`src/rtl/sobolrng_multi_pkg.sv`:
```
// Shared types and helpers for the multi-dimension Sobol generator.
// Holds the FSM state type, the channel limit and the seek step-counter width.
package sobolrng_multi_pkg;

    typedef enum logic {
        ST_RUN  = 1'b0,
        ST_SEEK = 1'b1
    } state_t;

    localparam int unsigned MAX_DIMS = 8;

    function automatic int unsigned step_width(input int unsigned bw);
        return (bw > 1) ? $clog2(bw) : 1;
    endfunction

endpackage

```
`src/rtl/sobolrng_multi_lsz.sv`:
```
// One-hot least-significant zero of the sequence index.
// An all-ones index maps to the top bit so the Gray walk closes back to 0.
module sobol_lsz #(
    parameter int unsigned BITWIDTH = 8
) (
    input  logic [BITWIDTH-1:0] idx,
    output logic [BITWIDTH-1:0] onehot
);

    always_comb begin
        onehot = ~idx & (idx + BITWIDTH'(1));
        if (&idx) begin
            onehot = '0;
            onehot[BITWIDTH-1] = 1'b1;
        end
    end

endmodule

```
`src/rtl/sobolrng_multi.sv`:
```
// Multi-dimension Sobol RNG: one shared Gray-order index drives DIMS channels,
// with bit-serial skip-ahead, wrap pulse and busy/valid status.
module sobolrng_multi
    import sobolrng_multi_pkg::*;
#(
    parameter int unsigned BITWIDTH = 8,
    parameter int unsigned DIMS     = 2
) (
    input  logic                           iClk,
    input  logic                           iRstN,
    input  logic                           iEn,
    input  logic                           iClr,
    input  logic                           iSeek,
    input  logic [BITWIDTH-1:0]            iSeekIdx,
    input  logic [DIMS*BITWIDTH*BITWIDTH-1:0] iDirVec,
    output logic [DIMS*BITWIDTH-1:0]       oRand,
    output logic [BITWIDTH-1:0]            oIdx,
    output logic                           oValid,
    output logic                           oBusy,
    output logic                           oWrap
);

    localparam int unsigned SW = step_width(BITWIDTH);

    state_t              state_q, state_d;
    logic [BITWIDTH-1:0] idx_q;
    logic [BITWIDTH-1:0] seek_idx_q;
    logic [BITWIDTH-1:0] seek_g_q;
    logic [SW-1:0]       step_q;
    logic                wrap_q;
    logic                last_step;
    logic [BITWIDTH-1:0] lsz;

    sobol_lsz #(.BITWIDTH(BITWIDTH)) u_lsz (
        .idx    (idx_q),
        .onehot (lsz)
    );

    assign last_step = (step_q == SW'(BITWIDTH - 1));

    always_ff @(posedge iClk or negedge iRstN) begin
        if (!iRstN) state_q <= ST_RUN;
        else        state_q <= state_d;
    end

    always_comb begin
        state_d = state_q;
        if (iClr) begin
            state_d = ST_RUN;
        end else begin
            case (state_q)
                ST_RUN:  if (iSeek) state_d = ST_SEEK;
                ST_SEEK: if (last_step) state_d = ST_RUN;
                default: state_d = ST_RUN;
            endcase
        end
    end

    always_ff @(posedge iClk or negedge iRstN) begin
        if (!iRstN) begin
            idx_q      <= '0;
            seek_idx_q <= '0;
            seek_g_q   <= '0;
            step_q     <= '0;
            wrap_q     <= 1'b0;
        end else begin
            wrap_q <= 1'b0;
            if (iClr) begin
                idx_q  <= '0;
                step_q <= '0;
            end else if (state_q == ST_RUN) begin
                if (iSeek) begin
                    seek_idx_q <= iSeekIdx;
                    seek_g_q   <= iSeekIdx ^ (iSeekIdx >> 1);
                    step_q     <= '0;
                end else if (iEn) begin
                    idx_q  <= idx_q + BITWIDTH'(1);
                    wrap_q <= &idx_q;
                end
            end else begin
                step_q <= step_q + SW'(1);
                if (last_step) begin
                    idx_q  <= seek_idx_q;
                    step_q <= '0;
                end
            end
        end
    end

    // The sample register doubles as the seek accumulator; oValid is low while it is partial.
    for (genvar d = 0; d < DIMS; d++) begin : g_ch
        logic [BITWIDTH-1:0] acc;
        logic [BITWIDTH-1:0] run_v;
        logic [BITWIDTH-1:0] seek_v;

        always_comb begin
            run_v  = '0;
            seek_v = '0;
            for (int unsigned k = 0; k < BITWIDTH; k++) begin
                run_v = run_v | ({BITWIDTH{lsz[k]}} & iDirVec[(d*BITWIDTH + k)*BITWIDTH +: BITWIDTH]);
                if (step_q == SW'(k) && seek_g_q[k])
                    seek_v = iDirVec[(d*BITWIDTH + k)*BITWIDTH +: BITWIDTH];
            end
        end

        always_ff @(posedge iClk or negedge iRstN) begin
            if (!iRstN) begin
                acc <= '0;
            end else if (iClr) begin
                acc <= '0;
            end else if (state_q == ST_RUN) begin
                if (iSeek)    acc <= '0;
                else if (iEn) acc <= acc ^ run_v;
            end else begin
                acc <= acc ^ seek_v;
            end
        end

        assign oRand[d*BITWIDTH +: BITWIDTH] = acc;
    end

    assign oIdx   = idx_q;
    assign oValid = (state_q == ST_RUN);
    assign oBusy  = (state_q == ST_SEEK);
    assign oWrap  = wrap_q;

endmodule
```
`config.mk`:
```
export PLATFORM = sky130hd
export DESIGN_NAME = sobolrng_multi
export DESIGN_NICKNAME = d
export VERILOG_FILES = /design/src/rtl/sobolrng_multi_pkg.sv /design/src/rtl/sobolrng_multi_lsz.sv /design/src/rtl/sobolrng_multi.sv
export SDC_FILE = /design/constraint.sdc
export NUM_CORES = 1
export LEC_CHECK = 0
export CAP_MARGIN = 20
export CELL_PAD_IN_SITES_DETAIL_PLACEMENT = 1
export CELL_PAD_IN_SITES_GLOBAL_PLACEMENT = 1
export CORE_MARGIN = 2
export CORE_UTILIZATION = 30
export CTS_CLUSTER_DIAMETER = 150
export CTS_CLUSTER_SIZE = 28
export DETAILED_ROUTE_END_ITERATION = 8
export PLACE_DENSITY = 0.83
export SYNTH_ARGS = -nofsm -noshare
export SYNTH_HDL_FRONTEND = slang
export SYNTH_SLANG_ARGS = --single-unit
```
`constraint.sdc`:
```
create_clock -name iClk -period 4.9 [get_ports iClk]
set_input_delay 0.49 -clock iClk [delete_from_list [all_inputs] [get_ports iClk]]
set_output_delay 0.49 -clock iClk [all_outputs]
set_load 0.1 [all_outputs]
```
==> results.md, run 1 <==
| Quantity | Reported |
|---|---|
| Run status | completed |
| Detail-routed net length per standard cell | 25.5 um |
| Synthesized net count | 718 |
| Cells after synthesis | 563 |
| Die Footprint | 15600 um^2 |
| Share of final-layout standard cells stronger than drive strength 1 | 0.0734 |
| Mux cell area share after synthesis | 0.0257 |
| Final std cells w/o fill | 879 |
| Count of TritonRoute iterations in the first routing pass | 6 |
| Worst ir drop on vdd | 0.146 mV |
| Design Area, Final | 6300 um^2 |
| Category of cells accounting for the largest share of critical-path delay | compound AO/OA/AOI/OAI gates |
| Proportion of register bits with asynchronous set or reset after synthesis | 1.00 |
| Xor-xnor portion of the synthesized cell area | 0.0140 |
| Antenna violations before repair | 0 |
| Buffer levels on the longest clock path | 2 |
| Synthesis-stage register bit count | 44 |
| Detail Route Antenna Nets | 0 |
| CTS tree | yes |
| Initial core utilization | 0.304 |
| Inserted Diodes | 0 |
| Switching power as a share of total power | 0.509 |
| Post-layout worst setup margin | 1.16 ns |
| Cell area after synthesis | 4380 um^2 |
| Leading cell types by total area after synthesis | sky130_fd_sc_hd__dfrtp_1 (25%), sky130_fd_sc_hd__a22oi_1 (8.2%), sky130_fd_sc_hd__nand2_1 (5.9%) |
| Final Critical Period | 3.74 ns |
| Mean Syn Cell Area | 7.79 um^2 |
| Relative slew margins | 0.213 |
| Critical path, cell by cell | ha_1, and3_1, and3_1, ha_1, a22oi_1, o2111ai_1, a222oi_1, nor2_1, a2111oi_0, a21oi_1 |
| Total wirelength of the detailed-routed design | 22400 um |
| Final count of hold timing violations | 0 |
| Type of destination of the critical path | register |
| Initial drt markers | 750 |
| Multi-input combinational cell area | 2970 um^2 |
| Share of the yosys chip area belonging to registers | 0.251 |
| Hpwl dp | 15100 um |
| Max FO, Critical Path | 22 |
| Total internal power | 0.00107 W |
| Global-route usage over all layers | 0.275 |
| Number of max-slew violations in the final report | 0 |
| Relative contribution of sequential cells to total power | 0.263 |
| Clock-pin transition on the worst setup and hold timing paths | 0.07 ns |
| Measured slew at the worst slew-check pin | 1.18 ns |
| First-pass GRT wire length | 34200 um |
| Placed Cells incl. Taps | 869 |
| Layout net count | 849 |
| Dominant combinational cell family by area after synthesis | compound AO/OA/AOI/OAI gates |
| Count of distinct cell types in the synthesized netlist | 43 |
| Clock skew | 0.0114 ns |
| Quantity of gates resized following cts | 0 |
| Number of vias after detailed routing | 5887 |
| Post-synth top cells | sky130_fd_sc_hd__nand2_1 (69), sky130_fd_sc_hd__nor2_1 (51), sky130_fd_sc_hd__a22oi_1 (48), sky130_fd_sc_hd__a21oi_1 (44), sky130_fd_sc_hd__dfrtp_1 (44) |
| Number of global-route vias before repair | 6228 |
| Number of enable flip-flop cells after synthesis | 0 |
| Number of DRC violations after detailed routing | 0 |
| Adder-cell area share of the yosys netlist | 0.0400 |
| Top_reg_cell synth | sky130_fd_sc_hd__dfrtp_1 |
| Top-Level Pins | 168 |
| Die extent in x | 125 um |
| Floorplan die height | 125 um |
| Setup repair after global routing missed its margin | false |
| Simple-gate area share of the yosys netlist | 0.197 |
| Fill cell total of the finished layout | 1722 |
| Cell Pwr Density | 344 nW/um^2 |
| Maximum number of pins on one net before global-route repair | 45 |
| Reported leakage power | 2.32 nW |
| Final setup violation count | 0 |
| # hold bufs at CTS | 0 |
| # Max-Cap Violations | 0 |
| Slowest stage delay, CP | 0.76 ns |
| Post-DP Area | 6130 um^2 |
| Compound-cell area share of the yosys netlist | 0.399 |
| Register Area | 1100 um^2 |
| NetSw | 0.00111 W |
| CTS Root Buffer Type | sky130_fd_sc_hd__clkbuf_16 |
| Type of the setup path with the least slack | reg2reg |
| Total gr overflow | 0 |
| Ys Warns | 0 |
| Clock share of power | 0.164 |
| Leading area contributor after synthesis | sky130_fd_sc_hd__dfrtp_1 |
| Endpoint required time on the critical path | 5.07 ns |
| Placer congestion estimate | 0.874 |
| Maximum achievable frequency | 268 MHz |
| Core region area | 14400 um^2 |
| Number of buffers inserted during clock tree synthesis | 5 |
| Worst hold-check path type | in2async |
| Worst Setup Slack post-DPL | 1.42 ns |
| Setup total negative slack | 0 ns |
| Share of power burned in combinational logic | 0.573 |
| Number of buffers inserted by port buffering | 167 |
| Cell type of the slowest stage on the worst timing path | sky130_fd_sc_hd__dfrtp_1 |
| Area Growth Syn to Fin | 43.7% |
| Row count | 44 |
| Insertion delay of the later-clocked pin in the worst-skew pair | 0.30 ns |
| CP startpoint kind | register |
| Dominant cell by count in the synthesized netlist | sky130_fd_sc_hd__nand2_1 |
| Postcts setup bufs | 0 |
| TritonCTS Sinks | 44 |
| Maximum level of the CTS H-tree | 2 |
| Avg Vias per Cell | 6.70 |
| Post-synth top area share | 0.251 |
| Arrival time at the worst endpoint | 3.90 ns |
| Crit share post-route | 0.762 |
| Sum of buffers and inverters on the critical path | 0 |
## cell type report
class,instances,area share
Tap cell,184,0.0365
Timing Repair Buffer,177,0.278
Sequential cell,44,0.175
Inverter,27,0.0161
Clock inverter,2,0.00159
Multi-Input combinational cell,439,0.471
Clock buffer,6,0.0220
## state kept, by name (all words and copies together), names as in the netlist
signal	count
seek_g_q	7
seek_idx_q	8
oIdx	8
oWrap	1
step_q	3
oBusy	1
g_ch.acc	16
## routing by layer
metal	vias to the layer above	share of wire	global-route usage
li1	2449	-	-
met1	2869	0.38	0.335
met2	470	0.47	0.451
met3	99	0.10	0.0550
met4	0	0.048	0.158
met5	-	0	0
## layout by cell type (no fill, tap or decap), types with 2 or more instances in the layout
cell | synthesis | final
sky130_fd_sc_hd__a2bb2oi_1 | 18 | 18
sky130_fd_sc_hd__o221ai_1 | 2 | 2
sky130_fd_sc_hd__nand2b_1 | 7 | 7
sky130_fd_sc_hd__a222oi_1 | 16 | 16
sky130_fd_sc_hd__o41ai_1 | 8 | 8
sky130_fd_sc_hd__buf_4 | 0 | 9
sky130_fd_sc_hd__a22oi_1 | 48 | 48
sky130_fd_sc_hd__o2111ai_1 | 16 | 16
sky130_fd_sc_hd__clkdlybuf4s50_1 | 0 | 166
sky130_fd_sc_hd__xnor2_1 | 7 | 7
sky130_fd_sc_hd__inv_2 | 2 | 2
sky130_fd_sc_hd__inv_1 | 25 | 25
sky130_fd_sc_hd__mux2_1 | 8 | 8
sky130_fd_sc_hd__o21ai_1 | 14 | 14
sky130_fd_sc_hd__o21ai_0 | 10 | 10
sky130_fd_sc_hd__and3_1 | 6 | 6
sky130_fd_sc_hd__a2111oi_2 | 10 | 10
sky130_fd_sc_hd__nand4_1 | 20 | 20
sky130_fd_sc_hd__clkinv_2 | 0 | 2
sky130_fd_sc_hd__nand3_1 | 3 | 3
sky130_fd_sc_hd__nand3b_1 | 17 | 17
sky130_fd_sc_hd__nor2_1 | 51 | 50
sky130_fd_sc_hd__nand2_1 | 69 | 69
sky130_fd_sc_hd__dfrtp_1 | 44 | 44
sky130_fd_sc_hd__clkbuf_16 | 0 | 5
sky130_fd_sc_hd__a211oi_1 | 2 | 2
sky130_fd_sc_hd__a21oi_1 | 44 | 44
sky130_fd_sc_hd__a31oi_1 | 16 | 16
sky130_fd_sc_hd__ha_1 | 14 | 14
sky130_fd_sc_hd__o221a_2 | 14 | 14
sky130_fd_sc_hd__a2111oi_0 | 4 | 4
sky130_fd_sc_hd__mux2_2 | 2 | 2
sky130_fd_sc_hd__and2_1 | 3 | 3
## worst paths after layout
| kind | from | slack, ns | cells after the start | endpoint |
|---|---|---|---|---|
| setup / recovery | oIdx[0] | 1.16 | 10 | g_ch[1].acc[1] |
| hold reg to reg | seek_idx_q[5] | 0.50 | 1 | seek_idx_q[5] |
| max in group asynchronous | iRstN | 4.36 | 2 | g_ch[0].acc[0] |
| min in group iClk | seek_idx_q[5] | 0.50 | 1 | seek_idx_q[5] |
| hold / removal | iRstN | 0.05 | 1 | g_ch[1].acc[4] |
| setup reg to reg | oIdx[0] | 1.16 | 10 | g_ch[1].acc[1] |
## power groups by stage
stage                     sequential [W]  clock [W]  combinational [W]
final                           0.000571   0.000356            0.00124
after global routing            0.000578   0.000373            0.00130
after CTS                       0.000566   0.000357            0.00123
after detailed placement        0.000572          0            0.00123
after global placement          0.000567          0            0.00119
after floorplan                  0.00102          0           0.000356
## cells by family after synthesis
| logic type | after synthesis |
|---|---|
| mux | 10 |
| compound gates | 226 |
| buf+inv | 80 |
| xor+xnor | 7 |
| simple gates | 182 |
| fa+ha+maj | 14 |
| flops | 44 |
## metrics by stage
| stage | hold WS (ns) | power (W) | util |
|---|---|---|---|
| detailed placement | 0.484 | 0.00180 | 0.425 |
| floorplan | 0.194 | 0.00137 | - |
| CTS | 0.428 | 0.00215 | 0.435 |
| global placement | 0.479 | 0.00176 | 0.425 |
| global route | 0.0646 | 0.00225 | 0.437 |
| finish | 0.0478 | 0.00217 | 0.437 |
(Power assumes the default switching activity.)
==> run 2: changes to the inputs <==
--- a/config.mk
+++ b/config.mk
@@ -9,11 +9,11 @@
 export CELL_PAD_IN_SITES_DETAIL_PLACEMENT = 1
 export CELL_PAD_IN_SITES_GLOBAL_PLACEMENT = 1
 export CORE_MARGIN = 2
-export CORE_UTILIZATION = 30
+export CORE_UTILIZATION = 29
 export CTS_CLUSTER_DIAMETER = 150
 export CTS_CLUSTER_SIZE = 28
 export DETAILED_ROUTE_END_ITERATION = 8
-export PLACE_DENSITY = 0.83
+export PLACE_DENSITY = 0.84
 export SYNTH_ARGS = -nofsm -noshare
 export SYNTH_HDL_FRONTEND = slang
 export SYNTH_SLANG_ARGS = --single-unit
==> constraint.sdc (replaced) <==
create_clock -name iClk -period 3 [get_ports iClk]
set_input_delay 0.3 -clock iClk [delete_from_list [all_inputs] [get_ports iClk]]
set_output_delay 0.3 -clock iClk [all_outputs]
set_load 0.1 [all_outputs]
==> results.md, run 2 (synthesis results as in run 1) <==
| Quantity | Reported |
|---|---|
| Worst hold-check path type | in2async |
| # hold bufs at CTS | 0 |
| Number of cell instances on the worst register-to-register path | 11 |
| Clock-pin transition on the worst setup and hold timing paths | 0.08 ns |
| Avg Vias per Cell | 6.64 |
| Number of max-slew violations in the final report | 0 |
| Leading cell type in the layout, fill and taps excluded | sky130_fd_sc_hd__clkdlybuf4s50_1 |
| Multi-input combinational cell area | 2990 um^2 |
| Run status | completed |
| Maximum level of the CTS H-tree | 2 |
| Number of flip-flops in the largest register | 16 |
| Max FO, Critical Path | 5 |
| Cell Pwr Density | 556 nW/um^2 |
| Clock skew | 0.0113 ns |
| Number of vias after detailed routing | 5990 |
| Category of cells accounting for the largest share of critical-path delay | compound AO/OA/AOI/OAI gates |
| Number of global-route vias before repair | 6125 |
| Maximum number of pins on one net before global-route repair | 33 |
| Register Area | 1110 um^2 |
| Inserted Diodes | 0 |
| Endpoint required time on the critical path | 3.17 ns |
| Final Critical Period | 2.85 ns |
| Critical path, cell by cell | ha_1, and3_1, and3_1, ha_1, buf_4, a22oi_1, o2111ai_1, a222oi_1, nor2_1, a2111oi_2, a21oi_1 |
| Arrival time at the worst endpoint | 3.02 ns |
| Hpwl dp | 17400 um |
| Crit share post-route | 0.950 |
| Insertion delay of the later-clocked pin in the worst-skew pair | 0.31 ns |
| Initial drt markers | 769 |
| Number of buffers inserted during clock tree synthesis | 5 |
| CTS tree | yes |
| Worst Setup Slack post-DPL | 0.0978 ns |
| CP startpoint kind | register |
| Antenna violations before repair | 0 |
| Fill cell total of the finished layout | 1743 |
| Beginning of the worst register-to-register path | oIdx[1] |
| Reported leakage power | 2.46 nW |
| Count of TritonRoute iterations in the first routing pass | 7 |
| Buffer levels on the longest clock path | 2 |
| Type of destination of the critical path | register |
| Placer congestion estimate | 0.942 |
| Sum of buffers and inverters on the critical path | 1 |
| Number of buffers inserted by port buffering | 167 |
| Detail Route Antenna Nets | 0 |
| Floorplan die height | 127 um |
| Final setup violation count | 0 |
| Postcts setup bufs | 0 |
| Highest-count cells in the layout ignoring fill and taps | sky130_fd_sc_hd__clkdlybuf4s50_1 (139), sky130_fd_sc_hd__nand2_1 (69), sky130_fd_sc_hd__buf_4 (60) |
| Row count | 44 |
| Cell type of the slowest stage on the worst timing path | sky130_fd_sc_hd__dfrtp_4 |
| Layout net count | 872 |
| Number of DRC violations after detailed routing | 0 |
| Maximum achievable frequency | 351 MHz |
| Final count of hold timing violations | 0 |
| Measured slew at the worst slew-check pin | 0.944 ns |
| Quantity of gates resized following cts | 0 |
| Share of final-layout standard cells stronger than drive strength 1 | 0.152 |
| Worst ir drop on vdd | 0.324 mV |
| Worst r2r dst | g_ch[0].acc[2] |
| Initial core utilization | 0.299 |
| CTS Root Buffer Type | sky130_fd_sc_hd__clkbuf_16 |
| Die Footprint | 16100 um^2 |
| Die extent in x | 127 um |
| Global-route usage over all layers | 0.285 |
| Type of the setup path with the least slack | reg2reg |
| Total wirelength of the detailed-routed design | 24200 um |
| Total gr overflow | 0 |
| TritonCTS Sinks | 44 |
| # Max-Cap Violations | 0 |
| Top-Level Pins | 168 |
| Post-layout worst setup margin | 0.150 ns |
| Area Growth Syn to Fin | 46.7% |
| Final std cells w/o fill | 902 |
| Placed Cells incl. Taps | 893 |
| Most flop-heavy register | g_ch.acc |
| First-pass GRT wire length | 35400 um |
| Internal reg-to-reg setup slack | 0.15 ns |
| Slowest stage delay, CP | 0.50 ns |
| Detail-routed net length per standard cell | 26.9 um |
| Relative slew margins | 0.370 |
| Core region area | 14600 um^2 |
[run 2: worst max-delay path by stage]
stage	start	cells after the start	to	slack, ns
global route	oIdx[0]	11	g_ch[1].acc[1]	-0.006
finish	oIdx[1]	11	g_ch[0].acc[2]	0.15
CTS	oIdx[0]	11	g_ch[1].acc[4]	0.09
global placement	oIdx[1]	10	g_ch[0].acc[4]	0.28
detailed placement	oIdx[0]	11	g_ch[1].acc[4]	0.1
floorplan	oIdx[0]	12	g_ch[0].acc[0]	0.01
[run 2: layer usage]
metal / vias up / wire length, um / track usage
met5: - / 0 / 0
met4: 0 / 991 / 0.119
met3: 107 / 2690 / 0.0666
met2: 465 / 11000 / 0.460
met1: 2919 / 9520 / 0.365
li1: 2499 / - / -
[run 2: power by group]
| part | internal (W) | switching (W) | leakage [nW] |
|---|---|---|---|
| clock | 0.000332 | 0.000269 | 0.0691 |
| combinational | 0.000646 | 0.00139 | 1.84 |
| sequential | 0.000748 | 0.000188 | 0.550 |
| total | 0.00173 | 0.00185 | 2.46 |
[run 2: per-stage QoR]
stage	TNS (ns)	utilization	hold WS, ns	power, W	area [um^2]
detailed placement	0	0.427	0.432	0.00295	6250
CTS	0	0.437	0.111	0.00354	6400
global route	-0.00571	0.439	0.127	0.00369	6430
floorplan	0	-	0.00441	0.00226	4410
finish	0	0.439	0.0755	0.00357	6430
global placement	0	0.427	0.410	0.00288	6250
[run 2: final cells by class]
type / count / share of cell area
clock buffer: 6 / 0.0216
sequential: 44 / 0.173
clock inverter: 2 / 0.00233
timing repair buffer: 200 / 0.287
multi-input combinational: 439 / 0.465
inverter: 27 / 0.0158
tap: 184 / 0.0358
[run 2: worst reg2reg max path, delay by kind of cell (launching register included)]
| family | cells | cell delay (ns) |
|---|---|---|
| AOI/OAI and AO/OA | 5 | 1.12 |
| adders and majority gates | 2 | 0.39 |
| buffers and inverters | 1 | 0.17 |
| DFF | 1 | 0.50 |
| and+or+nand+nor | 3 | 0.55 |
==> run 3: changes to the inputs <==
--- a/config.mk
+++ b/config.mk
@@ -8,7 +8,7 @@
 export CAP_MARGIN = 20
 export CELL_PAD_IN_SITES_DETAIL_PLACEMENT = 1
 export CELL_PAD_IN_SITES_GLOBAL_PLACEMENT = 1
-export CORE_MARGIN = 2
+export CORE_MARGIN = 10
 export CORE_UTILIZATION = 29
 export CTS_CLUSTER_DIAMETER = 150
 export CTS_CLUSTER_SIZE = 28
==> constraint.sdc (replaced) <==
create_clock -name iClk -period 3 [get_ports iClk]
set_input_delay 0.3 -clock iClk [delete_from_list [all_inputs] [get_ports iClk]]
set_output_delay 0.3 -clock iClk [all_outputs]
set_load 0.01 [all_outputs]
==> results.md, run 3 (synthesis results as in run 1) <==
| Quantity | Reported |
|---|---|
| Run status | completed |
| Number of DRC violations after detailed routing | 0 |
| Number of buffers inserted by port buffering | 167 |
| Number of max-slew violations in the final report | 0 |
| Share of power burned in combinational logic | 0.451 |
| Placed Cells incl. Taps | 884 |
| Clock share of power | 0.226 |
| Row count | 44 |
| Final std cells w/o fill | 896 |
| Detail-routed net length per standard cell | 27.4 um |
| TritonCTS Sinks | 44 |
| NetSw | 0.00106 W |
| Worst Setup Slack post-DPL | -0.00670 ns |
| Core region area | 14700 um^2 |
| Initial core utilization | 0.298 |
| Detail Route Antenna Nets | 0 |
| Internal reg-to-reg setup slack | 0.18 ns |
| Floorplan die height | 143 um |
| Postcts setup bufs | 0 |
| Max FO, Critical Path | 16 |
| Met3 wire length | 2970 um |
| Type of destination of the critical path | register |
| Number of buffers inserted during clock tree synthesis | 5 |
| Sum of buffers and inverters on the critical path | 0 |
| Total wirelength of the detailed-routed design | 24500 um |
| Cell Pwr Density | 446 nW/um^2 |
| Final Critical Period | 2.82 ns |
| Slowest stage delay, CP | 0.50 ns |
| Leading cell type in the layout, fill and taps excluded | sky130_fd_sc_hd__clkdlybuf4s50_1 |
| Post-layout worst setup margin | 0.176 ns |
| Antenna violations before repair | 2 |
| Switching power as a share of total power | 0.369 |
| Arrival time at the worst endpoint | 2.98 ns |
| Maximum level of the CTS H-tree | 2 |
| Cell type of the slowest stage on the worst timing path | sky130_fd_sc_hd__a2111oi_1 |
| Initial drt markers | 736 |
| # hold bufs at CTS | 0 |
| Buffer levels on the longest clock path | 2 |
| Placer congestion estimate | 0.918 |
| Cell seen most often among critical-path stages | sky130_fd_sc_hd__and3_1 |
| Maximum number of pins on one net before global-route repair | 33 |
| CP startpoint kind | register |
| Setup repair after global routing missed its margin | false |
| CTS Root Buffer Type | sky130_fd_sc_hd__clkbuf_16 |
| Worst ir drop on vdd | 0.235 mV |
| Hpwl dp | 17900 um |
| Total internal power | 0.00182 W |
| First-pass GRT wire length | 36000 um |
| # Max-Cap Violations | 0 |
| Insertion delay of the later-clocked pin in the worst-skew pair | 0.30 ns |
| Layout net count | 863 |
| Highest-count cells in the layout ignoring fill and taps | sky130_fd_sc_hd__clkdlybuf4s50_1 (166), sky130_fd_sc_hd__nand2_1 (69), sky130_fd_sc_hd__nor2_1 (50) |
| Clock skew | 0.00754 ns |
| Category of cells accounting for the largest share of critical-path delay | compound AO/OA/AOI/OAI gates |
| Area Growth Syn to Fin | 47.0% |
| Die extent in x | 143 um |
| Relative contribution of sequential cells to total power | 0.323 |
| Clock-pin transition on the worst setup and hold timing paths | 0.07 ns |
| Die Footprint | 20400 um^2 |
| Met2 layer wire length in the routed design | 11700 um |
| Share of final-layout standard cells stronger than drive strength 1 | 0.0959 |
| Worst hold-check path type | in2async |
| Crit share post-route | 0.941 |
| Most flop-heavy register | g_ch.acc |
| Number of global-route vias before repair | 6281 |
| Final count of hold timing violations | 0 |
| Number of vias after detailed routing | 5803 |
| Met1 wire length | 9090 um |
| Number of flip-flops in the largest register | 16 |
| Reported leakage power | 2.38 nW |
| Maximum achievable frequency | 354 MHz |
| Topmost layer with routed signal wires | met4 |
| Endpoint required time on the critical path | 3.16 ns |
| Final setup violation count | 0 |
| Relative slew margins | 0.368 |
| Measured slew at the worst slew-check pin | 0.948 ns |
| Top-Level Pins | 168 |
| Total gr overflow | 0 |
| Type of the setup path with the least slack | reg2reg |
| Critical path, cell by cell | and3_1, and3_1, and3_1, ha_1, a31o_4, a222oi_1, nor2_1, a2111oi_1, a21oi_1 |
| Count of TritonRoute iterations in the first routing pass | 5 |
| CTS tree | yes |
| Global-route usage over all layers | 0.225 |
| Avg Vias per Cell | 6.48 |
-- run 3: cell type report --
class,instances,area (um^2)
well taps,184,230
multi-input cells,439,2990
repair buffers,191,1850
clock inverters,3,42.5
clock buffers,5,125
fillers,1731,8250
flip-flops and latches,44,1100
inverters,27,101
diodes,3,7.51
-- run 3: worst paths after layout --
| kind | from | end | cells past startpoint |
|---|---|---|---|
| setup / recovery | oIdx[1] | g_ch[1].acc[3] | 9 |
| hold / removal | iRstN | g_ch[0].acc[0] | 1 |
| setup reg to reg | oIdx[1] | g_ch[1].acc[3] | 9 |
| hold reg to reg | seek_idx_q[1] | seek_idx_q[1] | 1 |
| max in group asynchronous | iRstN | g_ch[1].acc[2] | 2 |
| min in group iClk | seek_idx_q[1] | seek_idx_q[1] | 1 |
-- run 3: what timing repair did --
action | in CTS | in global routing
gates cloned | 0 | 0
hold endpoints to repair | 0 | 0
setup endpoints to repair | 3 | 6
pin swaps | 0 | 1
resized for setup | 2 | 4
-- run 3: power by group through the flow --
stage	Clock (W)	Sequential (W)	Combinational, W
3_3_place_gp	0	0.000919	0.00121
5_1_grt	0.000691	0.000944	0.00139
4_1_cts	0.000659	0.000923	0.00128
6_report	0.000650	0.000930	0.00130
2_1_floorplan	0	0.000917	0.000568
3_5_place_dp	0	0.000931	0.00127
-- run 3: stage by stage --
step / power [W] / utilization / cell area [um^2] / setup TNS (ns) / hold slack [ns]
after global routing: 0.00302 / 0.438 / 6440 / 0 / 0.0701
after floorplan: 0.00148 / - / 4380 / 0 / 0.00441
final: 0.00288 / 0.439 / 6450 / 0 / 0.0277
after global placement: 0.00213 / 0.425 / 6240 / 0 / 0.344
after CTS: 0.00287 / 0.436 / 6410 / 0 / 0.0490
after detailed placement: 0.00220 / 0.425 / 6240 / -0.00670 / 0.364
-- run 3: worst reg2reg max path: stages (launching register included) --
cell and delay, ns:
sky130_fd_sc_hd__dfrtp_1 0.42, sky130_fd_sc_hd__and3_1 0.22, sky130_fd_sc_hd__and3_1 0.21, sky130_fd_sc_hd__and3_1 0.19, sky130_fd_sc_hd__ha_1 0.19, sky130_fd_sc_hd__a31o_4 0.31
sky130_fd_sc_hd__a222oi_1 0.45, sky130_fd_sc_hd__nor2_1 0.11, sky130_fd_sc_hd__a2111oi_1 0.50, sky130_fd_sc_hd__a21oi_1 0.08
-- run 3: per-layer routing --
metal | up-vias | GRT usage
met1 | 2829 | 0.263
li1 | 2483 | -
met2 | 429 | 0.386
met5 | - | 0
met4 | 0 | 0.0928
met3 | 62 | 0.0544
